[config.mk]
export PLATFORM = sky130hd
export DESIGN_NAME = mem_bus_arbiter
export DESIGN_NICKNAME = d
export VERILOG_FILES = /design/src/rtl/mem_bus_arbiter.sv
export SDC_FILE = /design/constraint.sdc
export NUM_CORES = 1
export LEC_CHECK = 0
export ABC_CLOCK_PERIOD_IN_PS = 10960
export CAP_MARGIN = 20
export CELL_PAD_IN_SITES_DETAIL_PLACEMENT = 0
export CELL_PAD_IN_SITES_GLOBAL_PLACEMENT = 1
export CORE_MARGIN = 2
export CORE_UTILIZATION = 40
export CTS_CLUSTER_DIAMETER = 150
export DETAILED_ROUTE_END_ITERATION = 10
export DONT_BUFFER_PORTS = 1
export PLACE_DENSITY_LB_ADDON = 0.1
export SYNTH_ARGS = -nofsm -noshare
export SYNTH_HDL_FRONTEND = slang
export SYNTH_SLANG_ARGS = --single-unit
[constraint.sdc]
create_clock -name clk -period 10.96 [get_ports clk]
set_clock_uncertainty 0.1 [all_clocks]
set_input_delay 2.192 -clock clk [delete_from_list [all_inputs] [get_ports clk]]
set_output_delay 2.192 -clock clk [all_outputs]
set_load 0.03 [all_outputs]
[src/rtl/mem_bus_arbiter.sv]
// Two-requester main-memory arbiter: instruction cache (0) and data cache (1) share one
// fixed-latency memory port, with round-robin priority on simultaneous requests.
module mem_bus_arbiter #(
    parameter int AW      = 16,
    parameter int DW      = 32,
    parameter int MEM_LAT = 4
) (
    input  logic          clk,
    input  logic          reset,
    input  logic          Strobe0,
    input  logic          RW0,
    input  logic [AW-1:0] Addr0,
    input  logic [DW-1:0] WData0,
    output logic          Rdy0,
    output logic [DW-1:0] RData0,
    input  logic          Strobe1,
    input  logic          RW1,
    input  logic [AW-1:0] Addr1,
    input  logic [DW-1:0] WData1,
    output logic          Rdy1,
    output logic [DW-1:0] RData1,
    output logic          MStrobe,
    output logic          MRW,
    output logic [AW-1:0] MAddr,
    output logic [DW-1:0] MWData,
    input  logic [DW-1:0] MRData,
    output logic          Busy,
    output logic          GntId
);

    typedef enum logic [1:0] {IDLE, GRANT, WAIT, DONE} state_e;

    localparam logic [3:0] CNT_INIT = 4'(MEM_LAT - 1);

    state_e          state_q;
    logic [3:0]      cnt_q;
    logic            last_q;
    logic            win_d;
    logic            mstrobe_q, mrw_q, busy_q, gnt_q, rdy0_q, rdy1_q;
    logic [AW-1:0]   maddr_q;
    logic [DW-1:0]   mwdata_q, rdata0_q, rdata1_q;

    // On a tie the requester that was not served last wins.
    always_comb begin
        win_d = Strobe1;
        if (Strobe0 && Strobe1) win_d = ~last_q;
    end

    always_ff @(posedge clk or posedge reset) begin
        if (reset) begin
            state_q   <= IDLE;
            cnt_q     <= '0;
            last_q    <= 1'b1;
            mstrobe_q <= 1'b0;
            mrw_q     <= 1'b0;
            maddr_q   <= '0;
            mwdata_q  <= '0;
            busy_q    <= 1'b0;
            gnt_q     <= 1'b0;
            rdy0_q    <= 1'b0;
            rdy1_q    <= 1'b0;
            rdata0_q  <= '0;
            rdata1_q  <= '0;
        end else begin
            mstrobe_q <= 1'b0;
            rdy0_q    <= 1'b0;
            rdy1_q    <= 1'b0;
            case (state_q)
                IDLE: begin
                    if (Strobe0 || Strobe1) begin
                        gnt_q    <= win_d;
                        mrw_q    <= win_d ? RW1 : RW0;
                        maddr_q  <= win_d ? Addr1 : Addr0;
                        mwdata_q <= win_d ? WData1 : WData0;
                        busy_q   <= 1'b1;
                        state_q  <= GRANT;
                    end
                end
                GRANT: begin
                    mstrobe_q <= 1'b1;
                    cnt_q     <= CNT_INIT;
                    state_q   <= WAIT;
                end
                WAIT: begin
                    if (cnt_q == '0) begin
                        if (!mrw_q) begin
                            if (gnt_q) rdata1_q <= MRData;
                            else       rdata0_q <= MRData;
                        end
                        state_q <= DONE;
                    end else begin
                        cnt_q <= cnt_q - 4'd1;
                    end
                end
                DONE: begin
                    rdy0_q  <= ~gnt_q;
                    rdy1_q  <= gnt_q;
                    last_q  <= gnt_q;
                    busy_q  <= 1'b0;
                    state_q <= IDLE;
                end
                default: begin
                    state_q  <= IDLE;
                    cnt_q    <= '0;
                    mrw_q    <= 1'b0;
                    maddr_q  <= '0;
                    mwdata_q <= '0;
                    busy_q   <= 1'b0;
                    gnt_q    <= 1'b0;
                    rdata0_q <= '0;
                    rdata1_q <= '0;
                end
            endcase
        end
    end

    assign MStrobe = mstrobe_q;
    assign MRW     = mrw_q;
    assign MAddr   = maddr_q;
    assign MWData  = mwdata_q;
    assign Busy    = busy_q;
    assign GntId   = gnt_q;
    assign Rdy0    = rdy0_q;
    assign Rdy1    = rdy1_q;
    assign RData0  = rdata0_q;
    assign RData1  = rdata1_q;

endmodule

# After elaboration in Yosys (flattened, before gate mapping)
# Cells that the tools add are included.
[totals] elab_cells=49 ff_bits=125 input_bits=134 output_inout_bits=118
[op_classes] n_eq_ne=6 n_reduce_logical=12 bitwise=3 muxes=14 n_addsub=1
[ops] op="two-way mux 32 bit" count=1
[ops] op="two-way mux 16 bit" count=1
[ops] op="case mux 2 bit (4 select lines)" count=1
[ops] op="case mux 4 bit (2 select lines)" count=1
[ops] op="AND reduction 2 bit" count=4
[ops] op="AND reduction 4 bit" count=2
[ops] op="two-way mux 1 bit" count=6
[ops] op="!= test 2 bit (second input constant)" count=3
[ops] op="== test 2 bit (second input constant)" count=2
[ops] op="logical NOT 4 bit" count=1
[ops] op="two-way mux 2 bit" count=2
[ops] op="two-way mux 4 bit" count=1
[ops] op="nonzero test 2 bit" count=2
[ops] op="subtractor 4 x 1 -> 4 bit (second input constant)" count=1
[ops] op="inverter 1 bit" count=3
[ops] op="== test 2 x 1 -> 1 bit (second input constant)" count=1
[ops] op="logical NOT 2 bit" count=1
[ops] op="case mux 1 bit (2 select lines)" count=1
[ops] op="logical AND 1 bit" count=1
[ops] op="logical OR 1 bit" count=1

# Logic depth before layout (Yosys ltp)
# Gate-level depths: netlist (run 1).
[logic_depth] depth_word=3 mapped_depth=7 ltp_nobuf=5

# Worst setup path before layout (run 1)
# No wires, ideal clock.
[synth_path] kind="input port to flip-flop" startpoint="input Strobe1" endpoint="register maddr_q[0] (netlist: MAddr[0])" slack_ns=7.469 t_required_ns=10.727 arrival_ns=3.258 setup_ns=0.133 cell_stages=5 n_path_buf=2 cell_sequence="a21bo_2 -> clkbuf_1 -> clkbuf_1 -> mux2i_1 -> o21ai_0"
[synth_between] elab_chain_len=3 word_cells_on_any_way=5 cone_classes="2 x mux; 3 x reduce/logical"
[synth_lines] element="start: declaration" line_no="16" rtl="input logic Strobe1,"
[synth_lines] element="logical AND 1 bit" line_no="46" rtl="if (Strobe0 && Strobe1) win_d = ~last_q;"
[synth_lines] element="two-way mux 1 bit" line_no="46"
[synth_lines] element="two-way mux 16 bit" line_no="73" rtl="maddr_q <= win_d ? Addr1 : Addr0;"
[synth_lines] element="end signal: assignment" line_no="73"
[synth_lines] element="end: declaration" line_no="40" rtl="logic [AW-1:0] maddr_q;"
# Several ways; a longest one is shown, not always the timed one.
# A chain may end at the register's enable or synchronous reset.

# Final worst setup path (run 1)
[layout_path] startpoint="register gnt_q (netlist: GntId)" endpoint="output GntId"
[layout_rtl] element="start: declaration" line_no="39" rtl="logic mstrobe_q, mrw_q, busy_q, gnt_q, rdy0_q, rdy1_q;"
[layout_rtl] element="start signal: assignment" line_no="71" rtl="gnt_q <= win_d;"
[layout_rtl] element="end: declaration" line_no="28" rtl="output logic GntId"
# No word-level cell between the ends.

==> results.md, run 1 <==
* Switching portion of total power at 43.4%
* Post-CTS resize count at 0
* Setup Fix Bufs, Post-CTS at 0
* LEAKAGE at 3.01 nW
* R2r setup slk at 8.40 ns
* Root Buffer: clkbuf_16
* Vias in the first global route at 3236
* Required time of the worst setup path at 8.67 ns
* Die area at 0.0144 mm2
* Number of fill cells at 1187
* Vias per cell at 5.14
* Most frequent cells in the layout: dfrtp_1 (124), nand2_1 (51), mux2i_1 (51), o21ai_0 (51), mux2_2 (36)
* RSZ-0062 raised after global routing: no
* Slew @ Worst Pin at 0.941 ns
* Post-synth EDFFs at 0
* Final Critical Period at 3.34 ns
* # IOs at 252
* Worst slew margin at 37.3%
* Row count at 42
* Power Total at 2.21 mW
* Die width at 120 um
* CTS tree: done
* Yosys cell types at 31
* Power per Cell Area at 362 mW/mm2
* Mapped Cells at 407
* Global-route usage over all layers at 17.1%
* Layout cells sized above 1 at 26.1%
* Final setup margin at 7.62 ns
* GR Overflow Total at 0
* Status: finished, final reports clean
* Number of port buffers at 0
* Clock sink total at 125
* Crit path max fanout at 7
* Via count at 3055
* Source of the worst hold timing path: cnt_q[0]$_DFFE_PP0P_
* CP endpoint kind: output pin
* Area leader, netlist: dfrtp_1
* Synthesized Nets at 548
* CP Data Arrival Time at 1.05 ns
* Net Switching at 958 uW
* Register bit total from synthesis at 125
* Setup TNS at 0 ns
* Avg WL per Cell at 20.0 um
* Worst-path clk slew at 0.05 ns
* Final period util at 30.5%
* Worst min-delay path class: reg2reg
* Clock Power Share at 25.2%
* Synth top area cells: dfrtp_1 (58%), mux2i_1 (9.5%), mux2_4 (8.4%)
* Hold_buf cts at 0
* Crit Path Class: reg2out
* Startpoint Class: register
* Dpl ws at 7.17 ns
* Initial DRC Count at 200
* DRC violations left at 0
* Hold WS at 0.401 ns
* Die Span Y at 120 um
* Register area share after synthesis at 58.1%
* Worst vdd ir at 0.000103 V
* Reg power frac at 56.4%
* Internal at 1.25 mW
* Max Clock Freq at 299 MHz
* Post-Syn Area per Cell at 13.2 um2
* Core area at 0.0132 mm2
* Final hold vios at 0
* Post-DP HPWL at 8420 um
* First-pass GRT wire length at 18500 um
* Post-synth top flop: dfrtp_1
* Gpl congestion at 0.723
* Initial antenna violation count at 0
* 1st-pass router iterations at 3
* Maximum number of pins on one net before global-route repair at 77
* Layout net count at 546
* Later-pin clock latency in the skew report at 0.41 ns
* CTS Buf Count at 17
* CP startpoint: GntId$_DFFE_PP0P_
* N_diodes at 0
* CTS Buffer Depth at 2
* Initial Util at 40.8%
* Area share of the largest cell type after synthesis at 57.6%
* Max_cap viols at 0
* Setup violators final at 0
* P&R area growth vs syn at 13.2%
* Max Slew Vio Count at 0
* H-tree Lvls at 4
* Synth Warn # at 0
* Most common cell after layout, fill and taps aside: dfrtp_1
* Antenna-violating nets left at 0
* Mapped cell area at 0.00539 mm2
* Post-synth ARST share at 100%
* Reg-to-reg startpoint: cnt_q[0]$_DFFE_PP0P_
* Final wirelength at 11900 um
* Gate power share at 18.4%
-- power by group through the flow --
stage          sequential [mW]  clock [mW]  combinational [mW]
4_1_cts                   1.25       0.572               0.415
6_report                  1.25       0.556               0.406
5_1_grt                   1.28       0.593               0.468
3_3_place_gp              1.26           0               0.398
2_1_floorplan             1.19           0               0.358
3_5_place_dp              1.26           0               0.416
-- registers in the layout, summed over array words and instances (netlist names) --
register	count
Busy	1
GntId	1
MAddr	16
MRW	1
MStrobe	1
MWData	32
RData0	32
RData1	32
Rdy0	1
Rdy1	1
cnt_q	4
last_q	1
state_q	2
-- worst paths after layout --
kind,endpoint,depth (start not counted)
worst min register to register,cnt_q[0]$_DFFE_PP0P_,1
max in group asynchronous,RData1[29]$_DFFE_PP0P_,2
min in group asynchronous,RData0[30]$_DFFE_PP0P_,1
worst max-delay path,GntId,0
worst max register to register,RData0[11]$_DFFE_PP0P_,5
worst min-delay path,cnt_q[0]$_DFFE_PP0P_,1
-- synth_stat cells (2+ instances only) --
| master | n |
|---|---|
| dfrtp_1 | 124 |
| buf_12 | 3 |
| ha_1 | 7 |
| a21oi_1 | 2 |
| buf_2 | 3 |
| nor2_1 | 3 |
| clkbuf_1 | 16 |
| mux2i_1 | 51 |
| nand2_1 | 51 |
| nor2b_1 | 3 |
| inv_1 | 7 |
| nand2b_1 | 2 |
| mux2_4 | 30 |
| mux2_2 | 36 |
| o21ai_0 | 51 |
| nor3b_1 | 3 |
-- stage by stage --
stage,utilization (%),area [um2],cells
floorplan,-,5390,407
CTS,46.2,6100,594
detailed placement,41.7,5500,562
finish,46.2,6100,594
global route,46.2,6100,594
global placement,41.7,5500,562
-- logic make-up (layout without fill, tap and decap cells) --
kind of cell	count (synthesis)	in the layout	synth area share (%)
flops	125	125	58.1
mux	117	117	25.4
simple gates	69	69	5.92
compound gates	58	58	5.74
buf+inv	31	42	3.27
fa+ha+maj	7	7	1.63
-- area by class of cell --
| class | count | area, um2 | share of cell area (%) |
|---|---|---|---|
| clock inverter | 10 | 111 | 1.83 |
| tap | 176 | 220 | 3.61 |
| sequential | 125 | 3130 | 51.3 |
| inverter | 7 | 28.8 | 0.472 |
| clock buffer | 22 | 484 | 7.94 |
| timing repair buffer | 3 | 22.5 | 0.369 |
| multi-input combinational | 251 | 2100 | 34.5 |
-- routing by layer --
layer	global-route usage, %	part of all wire [%]	vias to the layer above
met3	6.80	11	15
li1	-	-	1405
met1	20.0	39	1463
met4	7.65	1.8	0
met2	27.6	49	172
met5	0	0	-
No activity file was read; power rests on OpenSTA's default activity.
==> run 2: changes to the inputs <==
ABC_AREA = 1   (was not set)
ABC_CLOCK_PERIOD_IN_PS = 3100   (was 10960)
clock period = 3.1 ns   (was 10.96 ns; I/O delays follow)
==> run 2 against run 1 <==
Critical path depth increased by 8; global-route usage up 1.5 points; die area about the same; total power grew to 3.6 times the previous value; hold slack worse by 0.24 ns; clock power grew to 3.3 times the previous value; synthesized cell count is 44% higher; combinational power rose to 3.7 times the previous value; largest cell class unchanged.
==> results.md, run 2 <==
* Worst-path clk slew at 0.06 ns
* Post-synth ARST share at 100%
* Post-CTS resize count at 0
* Slew @ Worst Pin at 0.652 ns
* Die area at 0.0144 mm2
* Post-synth EDFFs at 0
* Avg WL per Cell at 17.0 um
* Startpoint Class: register
* Final Critical Period at 2.31 ns
* Post-DP Area at 0.00553 mm2
* Synth cell count leaders: nand2_1 (134), dfrtp_1 (124), nand3_1 (102), o21a_1 (49), inv_1 (46)
* Max Slew Vio Count at 0
* Area leader, netlist: dfrtp_1
* Fin area at 0.00608 mm2
* GR Overflow Total at 0
* Core area at 0.0132 mm2
* Post-DP HPWL at 8790 um
* Mapped Cells at 585
* Register area share after synthesis at 58.1%
* Synth Warn # at 0
* Yosys cell types at 22
* Row count at 42
* Final wirelength at 12900 um
* CTS Buf Count at 17
* CTS tree: done
* 1st-pass router iterations at 4
* CP endpoint kind: register
* Most frequent cells in the layout: nand2_1 (134), dfrtp_1 (124), nand3_1 (102)
* Crit path largest cell delay at 0.51 ns
* Layout cells sized above 1 at 6.85%
* Max_cap viols at 0
* Die Span Y at 120 um
* Critical path's slowest cell: nand3b_2
* Layout net count at 713
* Gpl congestion at 0.753
* Maximum number of pins on one net before global-route repair at 126
* Power per Cell Area at 1290 mW/mm2
* Vias in the first global route at 3952
* Crit Path Class: reg2reg
* Root Buffer: clkbuf_16
* Final hold vios at 0
* H-tree Lvls at 4
* Final period util at 74.4%
* CP Data Arrival Time at 2.49 ns
* P&R area growth vs syn at 12.9%
* Clock sink total at 125
* Initial DRC Count at 261
* LEAKAGE at 2.86 nW
* Worst slew margin at 56.3%
* Clock Power Share at 23.4%
* Setup Fix Bufs, Post-CTS at 0
* Register bit total from synthesis at 125
* Status: finished, final reports clean
* N_diodes at 0
* Setup TNS at 0 ns
* Later-pin clock latency in the skew report at 0.41 ns
* Most common cell after layout, fill and taps aside: nand2_1
* Hold_buf cts at 0
* Initial antenna violation count at 0
* Number of port buffers at 0
* Gate power share at 19.2%
* First-pass GRT wire length at 20700 um
* Required time of the worst setup path at 3.28 ns
* Top cell by count, worst path: inv_1
* Post-synth top flop: dfrtp_1
* Internal at 4.23 mW
* Area share of the largest cell type after synthesis at 57.6%
* Net Switching at 3.61 mW
* Reg power frac at 57.4%
* Crit path max fanout at 33
* Setup violators final at 0
* Vias per cell at 5.18
* Via count at 3933
* Antenna-violating nets left at 0
* Initial Util at 40.8%
* Post-Syn Area per Cell at 9.21 um2
* CTS Buffer Depth at 2
* Worst min-delay path class: in2async
* Global-route usage over all layers at 18.6%
* Max Clock Freq at 434 MHz
* Switching portion of total power at 46.1%
* Critical path cell sequence: inv_1, ha_1, inv_1, nor2_2, nand3b_2, buf_12, nand2_1, o21ai_0
* Synthesized Nets at 726
* DRC violations left at 0
* RSZ-0062 raised after global routing: no
* # IOs at 252
* Synth top area cells: dfrtp_1 (58%), nand3_1 (9.5%), nand2_1 (9.3%)
* Worst vdd ir at 0.000503 V
* Mapped cell area at 0.00539 mm2
* Count leader, synth: nand2_1
* Number of fill cells at 1274
* Die width at 120 um
[run 2: per-stage QoR]
stage               hold slack (ns)  instances  power (mW)  utilization [%]  setup WS [ns]
detailed placement            0.360        729        6.09             41.9          0.767
finish                        0.164        760        7.84             46.1          0.795
floorplan                     0.342        585        5.60                -          0.842
CTS                           0.201        760        7.95             46.1          0.759
global placement              0.357        729        6.03             41.9          0.852
global route                  0.224        760        8.35             46.1          0.553
[run 2: logic make-up (layout without fill, tap and decap cells)]
kind of cell             Yosys count  after routing  share of synthesized area [%]
flip-flops                       125            125                           58.1
buffers and inverters             85             84                           6.46
AND/OR/NAND/NOR                  244            244                           19.7
AO/OA/AOI/OAI                    123            123                           14.0
adder cells (fa/ha/maj)            7              7                           1.63
XOR/XNOR                           1              1                          0.163
[run 2: path summary, 6_finish.rpt]
path	slack (ns)	from	cells past startpoint	end
setup / recovery	0.79	state_q[0]$_DFFE_PP0P_	8	RData0[30]$_DFFE_PP0P_
hold / removal	0.16	reset	2	MWData[4]$_DFFE_PP0P_
setup reg to reg	0.79	state_q[0]$_DFFE_PP0P_	8	RData0[30]$_DFFE_PP0P_
hold reg to reg	0.36	last_q$_DFFE_PP1P_	2	last_q$_DFFE_PP1P_
max in group asynchronous	2.24	reset	2	RData1[28]$_DFFE_PP0P_
min in group clk	0.26	MRData[5]	2	RData0[5]$_DFFE_PP0P_
[run 2: critical path: cells and delay by family (launching register included)]
| kind | cells | cell delay, ns |
|---|---|---|
| AOI/OAI and AO/OA | 1 | 0.08 |
| adders and majority gates | 1 | 0.28 |
| DFF | 1 | 0.41 |
| buffers and inverters | 3 | 0.60 |
| and+or+nand+nor | 3 | 0.71 |
[run 2: per-layer routing]
metal | GRT usage [%] | share of wire [%] | up-vias
met5 | 0 | 0 | -
met4 | 7.57 | 2.2 | 0
met3 | 7.56 | 9.3 | 22
met2 | 29.9 | 47 | 172
met1 | 22.2 | 41 | 1833
li1 | - | - | 1906
[run 2: power by group through the flow]
stage / logic, mW / clock network [mW] / registers, mW
floorplan: 1.30 / 0 / 4.30
global placement: 1.47 / 0 / 4.56
detailed placement: 1.55 / 0 / 4.54
CTS: 1.54 / 1.88 / 4.53
global route: 1.79 / 1.95 / 4.61
finish: 1.51 / 1.84 / 4.50
[run 2: final cells by class]
class / instances / area, um2 / area share, %
inverter: 47 / 180 / 2.96
timing repair buffer: 6 / 95.1 / 1.56
tap: 176 / 220 / 3.62
multi-input combinational: 375 / 1910 / 31.4
sequential: 125 / 3130 / 51.5
clock inverter: 7 / 63.8 / 1.05
clock buffer: 24 / 482 / 7.93
